--- src/rtl/nmea_rmc_tx.sv ---
// nmea_rmc_tx: streams one 61-byte $GPRMC sentence, byte by byte, into a UART transmitter handshake.
module nmea_rmc_tx (
  input  logic        clk,
  input  logic        rst,
  input  logic        start,
  input  logic [71:0] utc_time,
  input  logic [7:0]  status,
  input  logic [79:0] latitude,
  input  logic [7:0]  ns_flag,
  input  logic [87:0] longitude,
  input  logic [7:0]  ew_flag,
  input  logic [47:0] ddmmyy,
  input  logic        tx_busy,
  output logic [7:0]  tx_data,
  output logic        tx_start,
  output logic        busy,
  output logic        done
);
  typedef enum logic [2:0] {IDLE, LOAD, ISSUE, ACK, DRAIN, DONE} state_t;
  state_t state, nxt;
  logic [5:0]   idx;
  logic [7:0]   csum, hi, lo, cur;
  logic [71:0]  t_r;
  logic [79:0]  lat_r;
  logic [87:0]  lon_r;
  logic [47:0]  date_r;
  logic [7:0]   st_r, ns_r, ew_r;
  logic [487:0] line;
  assign hi = csum[7:4] < 4'd10 ? {4'h3, csum[7:4]} : 8'h37 + {4'h0, csum[7:4]};
  assign lo = csum[3:0] < 4'd10 ? {4'h3, csum[3:0]} : 8'h37 + {4'h0, csum[3:0]};
  // Byte 0 sits in the least significant byte so the byte index selects directly
  assign line = {8'h0a, 8'h0d, lo, hi, 8'h2a, 16'h2c2c, date_r, 24'h2c2c2c, ew_r, 8'h2c,
                 lon_r, 8'h2c, ns_r, 8'h2c, lat_r, 8'h2c, st_r, 8'h2c, t_r,
                 56'h2c_43_4d_52_50_47_24};
  assign cur = line[{idx, 3'b000} +: 8];
  assign tx_start = state == ISSUE && !tx_busy;
  assign tx_data = (state == ISSUE || state == ACK || state == DRAIN) ? cur : 8'h00;
  assign busy = state != IDLE;
  assign done = state == DONE;
  always_comb begin
    nxt = state;
    case (state)
      IDLE:    nxt = start ? LOAD : IDLE;
      LOAD:    nxt = ISSUE;
      ISSUE:   nxt = tx_busy ? ISSUE : ACK;
      ACK:     nxt = tx_busy ? DRAIN : ACK;
      DRAIN:   nxt = tx_busy ? DRAIN : (idx == 6'd60 ? DONE : ISSUE);
      default: nxt = IDLE;
    endcase
  end
  always_ff @(posedge clk or posedge rst) begin
    if (rst) begin
      state  <= IDLE;
      idx    <= '0;
      csum   <= '0;
      t_r    <= '0;
      st_r   <= '0;
      lat_r  <= '0;
      ns_r   <= '0;
      lon_r  <= '0;
      ew_r   <= '0;
      date_r <= '0;
    end else begin
      state <= nxt;
      if (state == IDLE && start) begin
        t_r    <= utc_time;
        st_r   <= status;
        lat_r  <= latitude;
        ns_r   <= ns_flag;
        lon_r  <= longitude;
        ew_r   <= ew_flag;
        date_r <= ddmmyy;
      end
      if (state == LOAD) begin
        idx  <= '0;
        csum <= '0;
      end
      if (tx_start && idx != 6'd0 && idx < 6'd56) csum <= csum ^ cur;
      if (state == DRAIN && !tx_busy) idx <= idx + 6'd1;
    end
  end
endmodule

--- config.mk ---
export PLATFORM = sky130hd
export DESIGN_NAME = nmea_rmc_tx
export DESIGN_NICKNAME = d
export VERILOG_FILES = /design/src/rtl/nmea_rmc_tx.sv
export SDC_FILE = /design/constraint.sdc
export NUM_CORES = 1
export LEC_CHECK = 0
export CAP_MARGIN = 20
export CORE_MARGIN = 2
export CORE_UTILIZATION = 55
export DETAILED_ROUTE_END_ITERATION = 16
export PLACE_DENSITY = 0.85
export SKIP_LAST_GASP = 1
export SLEW_MARGIN = 20
export SYNTH_ARGS = -nofsm -noshare
export SYNTH_HDL_FRONTEND = slang
export SYNTH_SLANG_ARGS = --single-unit
--- constraint.sdc ---
create_clock -name clk -period 19.1 [get_ports clk]
set_input_delay 2.865 -clock clk [delete_from_list [all_inputs] [get_ports clk]]
set_output_delay 2.865 -clock clk [all_outputs]
set_load 0.01 [all_outputs]
# ---- Word level (Yosys, flattened, before mapping)
# Index checks and enable logic that the tools add are counted.
dict set report op_classes {
  add_sub_neg 3
  magnitude_cmp 3
  n_eq_ne 6
  shifts 1
  n_mux 13
  bitwise_logic 1
  reduce_logical 13
}
# op count
set op_table {}
lappend op_table {{$shiftx A488 B10 Y8} 1}
lappend op_table {{$mux W8} 3}
lappend op_table {{$pmux W3 S5} 1}
lappend op_table {{$add A6 B4 Y7 const A} 2}
lappend op_table {{$mux W7} 2}
lappend op_table {{$mux W6} 2}
lappend op_table {{$mux W3} 3}
lappend op_table {{$lt A4 B4 Y1 const B} 2}
lappend op_table {{$xor A8 B8 Y8} 1}
lappend op_table {{$add A6 B1 Y6 const B} 1}
lappend op_table {{$eq A3 B2 Y1 const B} 2}
lappend op_table {{$eq A3 B3 Y1 const B} 2}
lappend op_table {{$eq A6 B6 Y1 const B} 1}
lappend op_table {{$lt A6 B6 Y1 const B} 1}
lappend op_table {{$reduce_bool A6 Y1} 1}
lappend op_table {{$logic_and A1 B1 Y1} 5}
lappend op_table {{$reduce_bool A2 Y1} 2}
lappend op_table {{$eq A3 B1 Y1 const B} 1}
lappend op_table {{$logic_not A3 Y1} 1}
lappend op_table {{$reduce_bool A3 Y1} 1}
lappend op_table {{$logic_or A1 B1 Y1} 2}
lappend op_table {{$mux W1} 2}
lappend op_table {{$logic_not A1 Y1} 1}
dict set report word_totals {
  ff_bits 329
  output_inout_bits 11
}

# ---- Longest topological paths before layout
dict set report logic_depth {
  depth_word 5
  depth_mapped 11
  ltp_nobuf 9
}

# ---- Least setup slack after synthesis
# OpenSTA, ideal clock, no wires.
dict set report synth_path {
  kind {input -> output}
  startpoint {in tx_busy}
  endpoint {out tx_start}
  t_arrival_ns 3.331
  required_time_ns 16.235
  setup_slack_ns 12.904
  cell_stages 2
  n_path_buf 0
  cell_sequence {or3_1 -> inv_1}
}
dict set report synth_via {
  elab_chain_len 2
}
# item line
set synth_lines {}
lappend synth_lines {{start: declaration} 13} ;# input logic tx_busy,
lappend synth_lines {{$logic_not A1 Y1} 36} ;# assign tx_start = state == ISSUE && !tx_busy;
lappend synth_lines {{$logic_and A1 B1 Y1} 36}
lappend synth_lines {{end: declaration} 15} ;# output logic tx_start,
# No other way between the ends.

# ---- Final worst setup path
# Ends and elaborated chain as after synthesis.

==> run_results.csv <==
group,metric,value,unit
global_routing,antenna_found_initial,4,
clocking,clockBufferDepth,3,
clocking,cts_max_level,2,
min_path,min_to,"lon_r[36]",
min_path,hold_start,"lon_r[36]",
worst_setup_path,crit_required,16.23,ns
timing,fin_crit_sh,38.4,%
routing,top_layer_used,"met4",
timing,slew_viol_final,0,
clocking,post_cts_resized,0,
power_and_ir_drop,p_per_area,141,nW/um^2
worst_setup_path,path_cells,"clkdlybuf4s50_1 -> or3_1 -> inv_1 -> clkdlybuf4s50_1",
routing,wl_met3,3.32,mm
final_layout,nNetsFinal,1750,
yosys,yosys-top-cells-area,"dfrtp_1, mux2_2, mux4_2",
die,io_pins,327,
routing,post-route-drc-count,0,
power_and_ir_drop,power,0.00286,W
global_routing,grt_util_all_layers,28.1,%
worst_setup_path,critical_path_class,"in -> out",
routing,firstDrtPassIters,5,
timing,period_minus_slack,7.34,ns
yosys,syn-cell-area,15700,um^2
timing,final_hold_viol_count,0,
power_and_ir_drop,vdd_drop_max,0.0000915,V
global_routing,grt-ovfl-total,0,
place,place_ws,11.79,ns
yosys,yosysSeqAreaShare,52.5,%
global_routing,grt_pass1_vias,11500,
yosys,synth.distinct_cells,69,
min_path,whs_path_depth,1,
clocking,clkSinkCount,329,
worst_setup_path,crit_family,"buffers and inverters",
global_routing,grt_max_degree,188,
flow_run,cap_violations,0,
yosys,syn_avg_cell_area,13.8,um^2
routing,met1_length,16.8,mm
yosys,synth_edf_count,0,
die,die_y,173,um
routing,met2WireLength,20.3,mm
routing,antenna_left,0,
die,start_util,56.2,%
worst_setup_path,worstSetupStartpointType,"input pin",
outcome,status,"completed",
place,place_area,19100,um^2
place,dp.final_hpwl,29.5,mm
die,die-area,29900,um^2
timing,tns,0,ns
routing,initialDrtViolationCount,873,
final_layout,nFillCells,1903,
die,core_area,27900,um^2
timing,holdWs,0.483,ns
worst_setup_path,critPathBufInv,3,
final_layout,finalInstanceArea,20300,um^2
worst_setup_path,cpMostUsedCell,"clkdlybuf4s50_1",
yosys,yosysTopAreaCell,"dfrtp_1",
worst_setup_path,critPathArrivalTime,4.47,ns
routing,viasPerCell,5.85,
worst_setup_path,critPathCaptureType,"primary output",
timing,finClkSkew,0.0150,ns
timing,rsz0062_at_grt,"false",
routing,vias,10700,
clocking,insertion_delay,0.52,ns
routing,drt-total-wl,41.9,mm
routing,wire_per_inst,22.8,um
place,port_buffers,326,
worst_setup_path,crit_slowest_cell,"clkdlybuf4s50_1",
clocking,cts-buffers-inserted,37,
timing,slew_headroom,26.9,%
timing,setup_viol,0,
worst_setup_path,worstPathMaxFanout,7,
die,die_w,173,um
yosys,yosys_warnings,0,
yosys,synthArstFlopShare,100,%
clocking,tritoncts,"built",
yosys,synth_top_area_share,52.5,%
power_and_ir_drop,leakage,7.92,nW
worst_setup_path,reg2regPathDepth,8,
die,rows,61,
final_layout,drive_gt1_share,26.6,%
timing,tightestPinTransition,1.10,ns
min_path,min_path_type,"reg -> reg",
final_layout,area_growth,29.1,%
place,globalplace.congestion,0.918,
timing,fmax,136,MHz
worst_setup_path,slowest_delay,0.53,ns
yosys,syn_inst,1135,
global_routing,grt_pass1_wl,65.5,mm
worst_setup_path,reg2reg_from,"idx[0]",
worst_setup_path,rr_endpoint,"csum[3]",
clocking,hold_buffers,0,
clocking,cts-root-buf,"clkbuf_16",
yosys,ys.flop_type,"dfrtp_1",
yosys,synth_nets,1456,
worst_setup_path,r2r_slack,15.56,ns
clocking,postCtsSetupBuffers,0,
clocking,path_clk_slew,0.05,ns
yosys,ys_ff_latch,329,
timing,setup_ws,11.76,ns
==> report_power, final <==
part	total [W]	switching [W]	leakage (nW)	internal, W
Sequential	0.00125	0.000204	3.92	0.00105
Clock	0.000669	0.000272	0.562	0.000397
Combinational	0.000942	0.000381	3.43	0.000561
==> flip-flops by register name, indices dropped and copies added, names as in the netlist <==
name and count:
lon_r 88, lat_r 80, t_r 72, date_r 48
csum 8, ew_r 8, ns_r 8, st_r 8
idx 6, state 3
==> area by class of cell <==
cell class	instances	area, um^2	area share (%)
clock buffers	56	1100	5.43
diodes	4	10.0	0.0494
flip-flops and latches	329	8240	40.7
repair buffers	339	3400	16.8
clock inverters	7	45.0	0.222
multi-input cells	708	6930	34.2
inverters	14	60.1	0.296
well taps	378	473	2.33
==> cell families (layout without fill, tap and decap cells) <==
| group | count (synthesis) | after routing | share of synthesized area (%) |
|---|---|---|---|
| multiplexers | 418 | 418 | 32.5 |
| AO/OA/AOI/OAI | 154 | 154 | 6.85 |
| flip-flops | 329 | 329 | 52.5 |
| buffers and inverters | 98 | 416 | 3.39 |
| adder cells (fa/ha/maj) | 5 | 5 | 0.399 |
| AND/OR/NAND/NOR | 128 | 128 | 4.27 |
| XOR/XNOR | 3 | 3 | 0.167 |
| other | 0 | 4 | 0 |
==> cell usage in the layout, fill, tap and decap left out, types with 8 or more instances in the layout <==
cell,netlist,layout
clkdlybuf4s50_1,0,326
clkbuf_16,0,39
clkbuf_1,15,11
inv_1,12,11
o22ai_1,15,15
o31ai_1,8,8
mux2i_1,52,52
a22oi_1,10,10
nand2_1,32,32
nand2b_1,9,9
nor2b_1,12,12
mux4_2,40,40
nor2_1,22,22
nand3_1,10,10
o21ai_0,20,20
o211ai_1,11,11
dfrtp_1,329,327
buf_4,13,10
a211oi_1,9,9
mux2_1,55,55
nor3_1,9,9
mux2_2,271,271
a21oi_1,24,24
==> routing by layer <==
metal | up-vias | GRT usage [%]
met5 | - | 0
met4 | 0 | 10.9
met3 | 104 | 7.26
met2 | 419 | 45.7
met1 | 5383 | 36.5
li1 | 4837 | -
==> cell usage after synthesis (6+ instances only) <==
| library cell | instances |
|---|---|
| mux2_1 | 55 |
| nand2b_1 | 9 |
| nand2_1 | 32 |
| nor2_1 | 22 |
| a22oi_1 | 10 |
| a311oi_1 | 6 |
| a211oi_1 | 9 |
| o31ai_1 | 8 |
| mux2_2 | 271 |
| mux4_2 | 40 |
| nor3_1 | 9 |
| nor2b_1 | 12 |
| o22ai_1 | 15 |
| buf_2 | 48 |
| a21oi_1 | 24 |
| o211ai_1 | 11 |
| nand3_1 | 10 |
| inv_1 | 12 |
| mux2i_1 | 52 |
| dfrtp_1 | 329 |
| o21ai_0 | 20 |
| clkbuf_1 | 15 |
| buf_4 | 13 |
==> how the worst max path moves through the flow <==
stage | from | to | slack (ns) | cells past startpoint
2_1_floorplan | rst | csum[0] | 7.12 | 1
3_3_place_gp | tx_busy | tx_start | 11.81 | 4
3_5_place_dp | tx_busy | tx_start | 11.79 | 4
4_1_cts | tx_busy | tx_start | 11.77 | 4
5_1_grt | idx[0] | tx_data[3] | 11.55 | 8
6_report | tx_busy | tx_start | 11.76 | 4
==> per-stage QoR <==
| step | util (%) | std cells |
|---|---|---|
| after global routing | 72.5 | 1834 |
| after floorplan | - | 1135 |
| after CTS | 72.4 | 1830 |
| final | 72.5 | 1835 |
| after detailed placement | 68.3 | 1767 |
| after global placement | 68.3 | 1767 |
(Power assumes the default switching activity.)
==> RTL edit 1 (config.mk and constraints unchanged) <==
Re-encode `state_t` (6 states) as one-hot, 6 bits wide.
--- a/src/rtl/nmea_rmc_tx.sv
+++ b/src/rtl/nmea_rmc_tx.sv
@@ -17,5 +17,5 @@
   output logic        done
 );
-  typedef enum logic [2:0] {IDLE, LOAD, ISSUE, ACK, DRAIN, DONE} state_t;
+  typedef enum logic [5:0] {IDLE = 6'b000001, LOAD = 6'b000010, ISSUE = 6'b000100, ACK = 6'b001000, DRAIN = 6'b010000, DONE = 6'b100000} state_t;
   state_t state, nxt;
   logic [5:0]   idx;
Formal check against the unedited RTL: same outputs for any inputs over 4 cycles, from zero or initial values and one cycle with rst high; so few cycles prove little.
==> RTL edit 1 against the original RTL <==
  * Die area grew 2.9%
  * Power shrank 2.9%
  * Largest cell class unchanged
  * Final area grew 1.1%
  * Sequential cell count grew 3
  * Highest routed layer unchanged
  * Synthesized area grew 3.0%
  * Critical path type is now flip-flop to primary output
  * Wire length grew 16%
  * Critical endpoint is now tx_data[5]
  * Setup slack lost 0.067 ns
==> RTL edit 1: results (changes against the original RTL) <==
Outcome
  • Run status: finished, final reports clean

Final layout
  • Non-clock buffer share: 0.1656 (-0.002129)
  • Share of cells above drive strength 1: 0.06740 (-0.1989)
  • Multi-input logic area: 7013 um^2 (+1.2%)
  • Plain + repair buffers: 337 (-0.59%)
  • Multi-input gate count: 1333 (+88%)
  • Register area: 8317 um^2 (+0.93%)
  • Ant diodes: 2 (-2)
  • Net count, final: 2373 (+36%)
  • Seq area share: 0.4061 (-0.0006965)

Drt
  • Met3 WL: 4515 um (+36%)
  • Post-Route WL: 48700 um (+16%)
  • First DRT Iteration DRCs: 1589 (+82%)
  • Met1 wire length: 18820 um (+12%)
  • Vias/cell: 5.690 (-2.8%)

GRT
  • Gr usage total: 0.3140 (+0.03286)
  • Grt met1 use: 0.4148 (+0.05012)
  • Global-route wire length before repair: 74840 um (+14%)
  • Initial antenna violation count: 2 (-2)
  • Met3 Use GR: 0.06061 (-0.01195)
  • Largest net degree at the start of global routing: 232 (+23%)

Synthesis
  • Library cells used by synthesis: 84 (+22%)
  • Sequential fraction of the synthesis area: 0.5141 (-0.01063)
  • Multiplexer share of the synthesized area: 0.09909 (-0.2255)
  • Post-synthesis compound-gate area fraction: 0.06510 (-0.003398)

Setup path
  • CP max-delay cell: dfrtp_4
  • Max FO, Critical Path: 66 (+59)
  • WP data arrival: 4.54 ns (+0.07 ns)

Clock network
  • Clock sink count: 332 (+0.91%)
  • Total CTS buffers: 36 (-2.7%)

Place
  • Dpl ws: 12.02 ns (+0.2374 ns)
  • Routability Congestion: 0.9520 (+3.7%)
  • Area after DPL: 19230 um^2 (+0.86%)

Timing
  • Worst clock skew: 0.02608 ns (+0.01107 ns)
  • Least-Margin Pin Slew: 1.180 ns (+0.08404 ns)
RTL edit 1: cell count changes after synthesis, moves of 5 or more:
cell | before | now
mux2_1 | 55 | 2
buf_2 | 48 | 34
a31oi_1 | 5 | 11
clkbuf_1 | 15 | 28
a211oi_1 | 9 | 3
buf_6 | 4 | 23
nand2_1 | 32 | 973
o32ai_1 | 1 | 6
mux2_2 | 271 | 14
o22ai_1 | 15 | 7
a21oi_1 | 24 | 14
buf_4 | 13 | 28
RTL edit 1: final timing paths:
path	slack [ns]	startpoint	to	cells after the start
worst min register to register	0.47	t_r[53]	t_r[53]	2
min in group asynchronous	2.93	rst	date_r[36]	2
worst max register to register	15.40	idx[1]	csum[0]	7
worst min-delay path	0.47	t_r[53]	t_r[53]	2
worst max-delay path	11.70	idx[1]	tx_data[5]	8
max in group asynchronous	14.48	rst	date_r[21]	4
RTL edit 1: power breakdown:
part	internal (uW)	leakage, uW	switching, uW
clock network	431	0.000595	283
logic	337	0.00498	494
registers	1030	0.00413	206
==> RTL edit 2 (same settings) <==
Without the edit above. Register the input `status` before use, with the module's reset. The logic sees it one clock later. The other inputs are not delayed to match.
--- a/src/rtl/nmea_rmc_tx.sv
+++ b/src/rtl/nmea_rmc_tx.sv
@@ -18,4 +18,15 @@
 );
   typedef enum logic [2:0] {IDLE, LOAD, ISSUE, ACK, DRAIN, DONE} state_t;
+
+  logic [7:0] status_q;
+
+  always_ff @(posedge clk or posedge rst) begin
+    if (rst) begin
+      status_q <= '0;
+    end else begin
+      status_q <= status;
+    end
+  end
+
   state_t state, nxt;
   logic [5:0]   idx;
@@ -65,5 +76,5 @@
       if (state == IDLE && start) begin
         t_r    <= utc_time;
-        st_r   <= status;
+        st_r   <= status_q;
         lat_r  <= latitude;
         ns_r   <= ns_flag;
Behaviour: same outputs for any inputs over 4 cycles, from zero or initial values and one cycle with rst high; that may be too few to reach the edited logic, so the function may still have changed.
==> RTL edit 2 against the original RTL <==
  * Fmax is 0.81% higher
  * Worst hold slack worse by 0.0064 ns
  * Final area up 0.91%
  * Non-clock buffer count is the same
  * Count of clock-buffer cells in the layout is the same
  * Wire length rose by 2.4%
  * Synthesized cell count is the same
  * Power is 1.7% higher
  * Sequential cell count increased by 8
  * Clock skew is 0.0040 ns lower
  * Synthesized area rose by 0.84%
  * Via count up 0.36%
  * Sequential share of layout area grew 0.62 points
  * Setup slack better by 0.059 ns
==> RTL edit 2: results (changes against the original RTL) <==
Clock network
  • Root Buffer: clkbuf_16
  • Clock-pin slew on the worst setup and hold paths: 0.05 ns (about the same)
  • CTS H-tree lvls: 2 (unchanged)
  • Post-CTS Setup Inserts: 0 (unchanged)
  • Total CTS buffers: 37 (unchanged)
  • Worst-skew pair later-pin latency: 0.51 ns
  • Max Root-Sink Buffers: 3 (unchanged)
  • Resized Gates After CTS: 0 (unchanged)

Setup path
  • WP data arrival: 4.41 ns (-0.06 ns)
  • Max FO, Critical Path: 7 (unchanged)

Synthesis
  • Post-synth top cells: dfrtp_1 (337), mux2_2 (324), mux2i_1 (56)
  • Library cells used by synthesis: 64 (-7.2%)
  • Sequential fraction of the synthesis area: 0.5330 (+0.008296)
  • Synth top area share: 0.5330 (+0.008296)
  • Synth area leaders: dfrtp_1 (53%), mux2_2 (23%), mux4_2 (5.8%)
  • Syn. warnings: 0 (unchanged)
  • Top_reg_cell synth: dfrtp_1
  • Post-Synthesis Net Count: 1456 (unchanged)
  • Instance count of the mapped netlist: 1135 (unchanged)
  • Async S/R FF share, synth: 1.000 (unchanged)

Power
  • IR drop worst, VDD: 0.08128 mV (-11%)
  • Pleak: 0.008018 uW (+1.3%)

Drt
  • Wire per inst: 23.25 um (+1.9%)
  • Vias: 10.78k (+0.36%)
  • First DRT Iteration DRCs: 663 (-24%)
  • Total iterations of the first detailed-routing run: 5 (unchanged)
  • Final ANT Viol Nets: 0 (unchanged)

GRT
  • Global-route wire length before repair: 66610 um (+1.7%)
  • Largest net degree at the start of global routing: 115 (-39%)
  • Gr usage total: 0.2884 (+0.007234)
  • Vias in the first global route: 11.51k (-0.18%)
  • Initial antenna violation count: 1 (-3)

Place
  • Placed insts: 1780 (+0.74%)
  • Routability Congestion: 0.9565 (+4.2%)
  • I/O Buffers: 326 (unchanged)
  • Post-DP HPWL: 30760 um (+4.4%)

Timing
  • Slew HR: 0.2928 (+0.02339)
  • Worst clock skew: 0.01098 ns (-0.004032 ns)
  • Setup_tns: 0 ns (unchanged)

Outcome
  • Run status: finished, final reports clean

Final layout
  • Largest regs: lon_r: 88 flops, lat_r: 80 flops, t_r: 72 flops
  • Share of cells above drive strength 1: 0.3009 (+0.03455)
  • Fin cells: 1844 (+0.49%)

Hold path
  • Min-Delay Path Class: flip-flop to flip-flop
-- RTL edit 2: changes by cell type after synthesis, moves of 5 or more --
cell      delta
nor3_1       -5
mux2_2      +53
a22oi_1      -7
nor2_1       +9
nand2_1      +8
nand4_1      -5
dfrtp_1      +8
mux2_1      -55
a21oi_1      -8
clkbuf_1    +12
buf_2       -12
-- RTL edit 2: cell families after synthesis --
| group | Yosys count | synth area share |
|---|---|---|
| AOI/OAI and AO/OA | 141 | 0.06366 |
| muxes | 422 | 0.3261 |
| buffers and inverters | 92 | 0.02942 |
| xor gates and xnor gates | 3 | 0.001661 |
| DFF | 337 | 0.5330 |
| adders and majority gates | 5 | 0.003954 |
| and+or+nand+nor | 135 | 0.04223 |
-- RTL edit 2: final timing paths --
kind / slack [ns] / end / from / cells after the start
worst min register to register: 0.48 / st_r[4] / status_q[4] / 1
worst max-delay path: 11.82 / tx_start / tx_busy / 3
max in group asynchronous: 14.04 / lon_r[64] / rst / 4
worst min-delay path: 0.48 / st_r[4] / status_q[4] / 1
min in group asynchronous: 2.89 / lat_r[29] / rst / 2
worst max register to register: 15.53 / csum[6] / idx[2] / 8
-- RTL edit 2: cell type report --
class | count | area (um^2)
tap | 384 | 480.5
multi-input combinational | 706 | 6930
sequential | 337 | 8442
antenna | 1 | 2.502
fill | 1949 | 8105
clock buffer | 56 | 1067
timing repair buffer | 339 | 3368
clock inverter | 7 | 91.34
inverter | 14 | 60.06
-- RTL edit 2: stage by stage --
step	instance area [um^2]	hold slack, ns	worst slack (ns)
3_3_place_gp	19270	0.4567	11.94
3_5_place_dp	19270	0.4624	11.84
4_1_cts	20430	0.4792	11.84
6_report	20440	0.4765	11.82
5_1_grt	20440	0.4859	11.74
2_1_floorplan	15820	0.4542	6.897
-- RTL edit 2: report_power, final --
group | internal [uW] | switching [uW] | leakage [uW] | total (uW)
clock | 411 | 278 | 0.000565 | 690
sequential | 1060 | 195 | 0.00401 | 1260
combinational | 573 | 391 | 0.00344 | 964
-- RTL edit 2: per-layer routing --
layer | global-route usage | up-vias | share of wire
met3 | 0.06930 | 88 | 0.079
met1 | 0.3824 | 5415 | 0.40
li1 | - | 4838 | -
met4 | 0.09839 | 0 | 0.035
met2 | 0.4708 | 441 | 0.48
met5 | 0 | - | 0
-- RTL edit 2: worst max-delay path: stages --
cell and delay [ns]:
clkdlybuf4s50_1 0.52, nor3b_1 0.39, clkdlybuf4s50_1 0.64
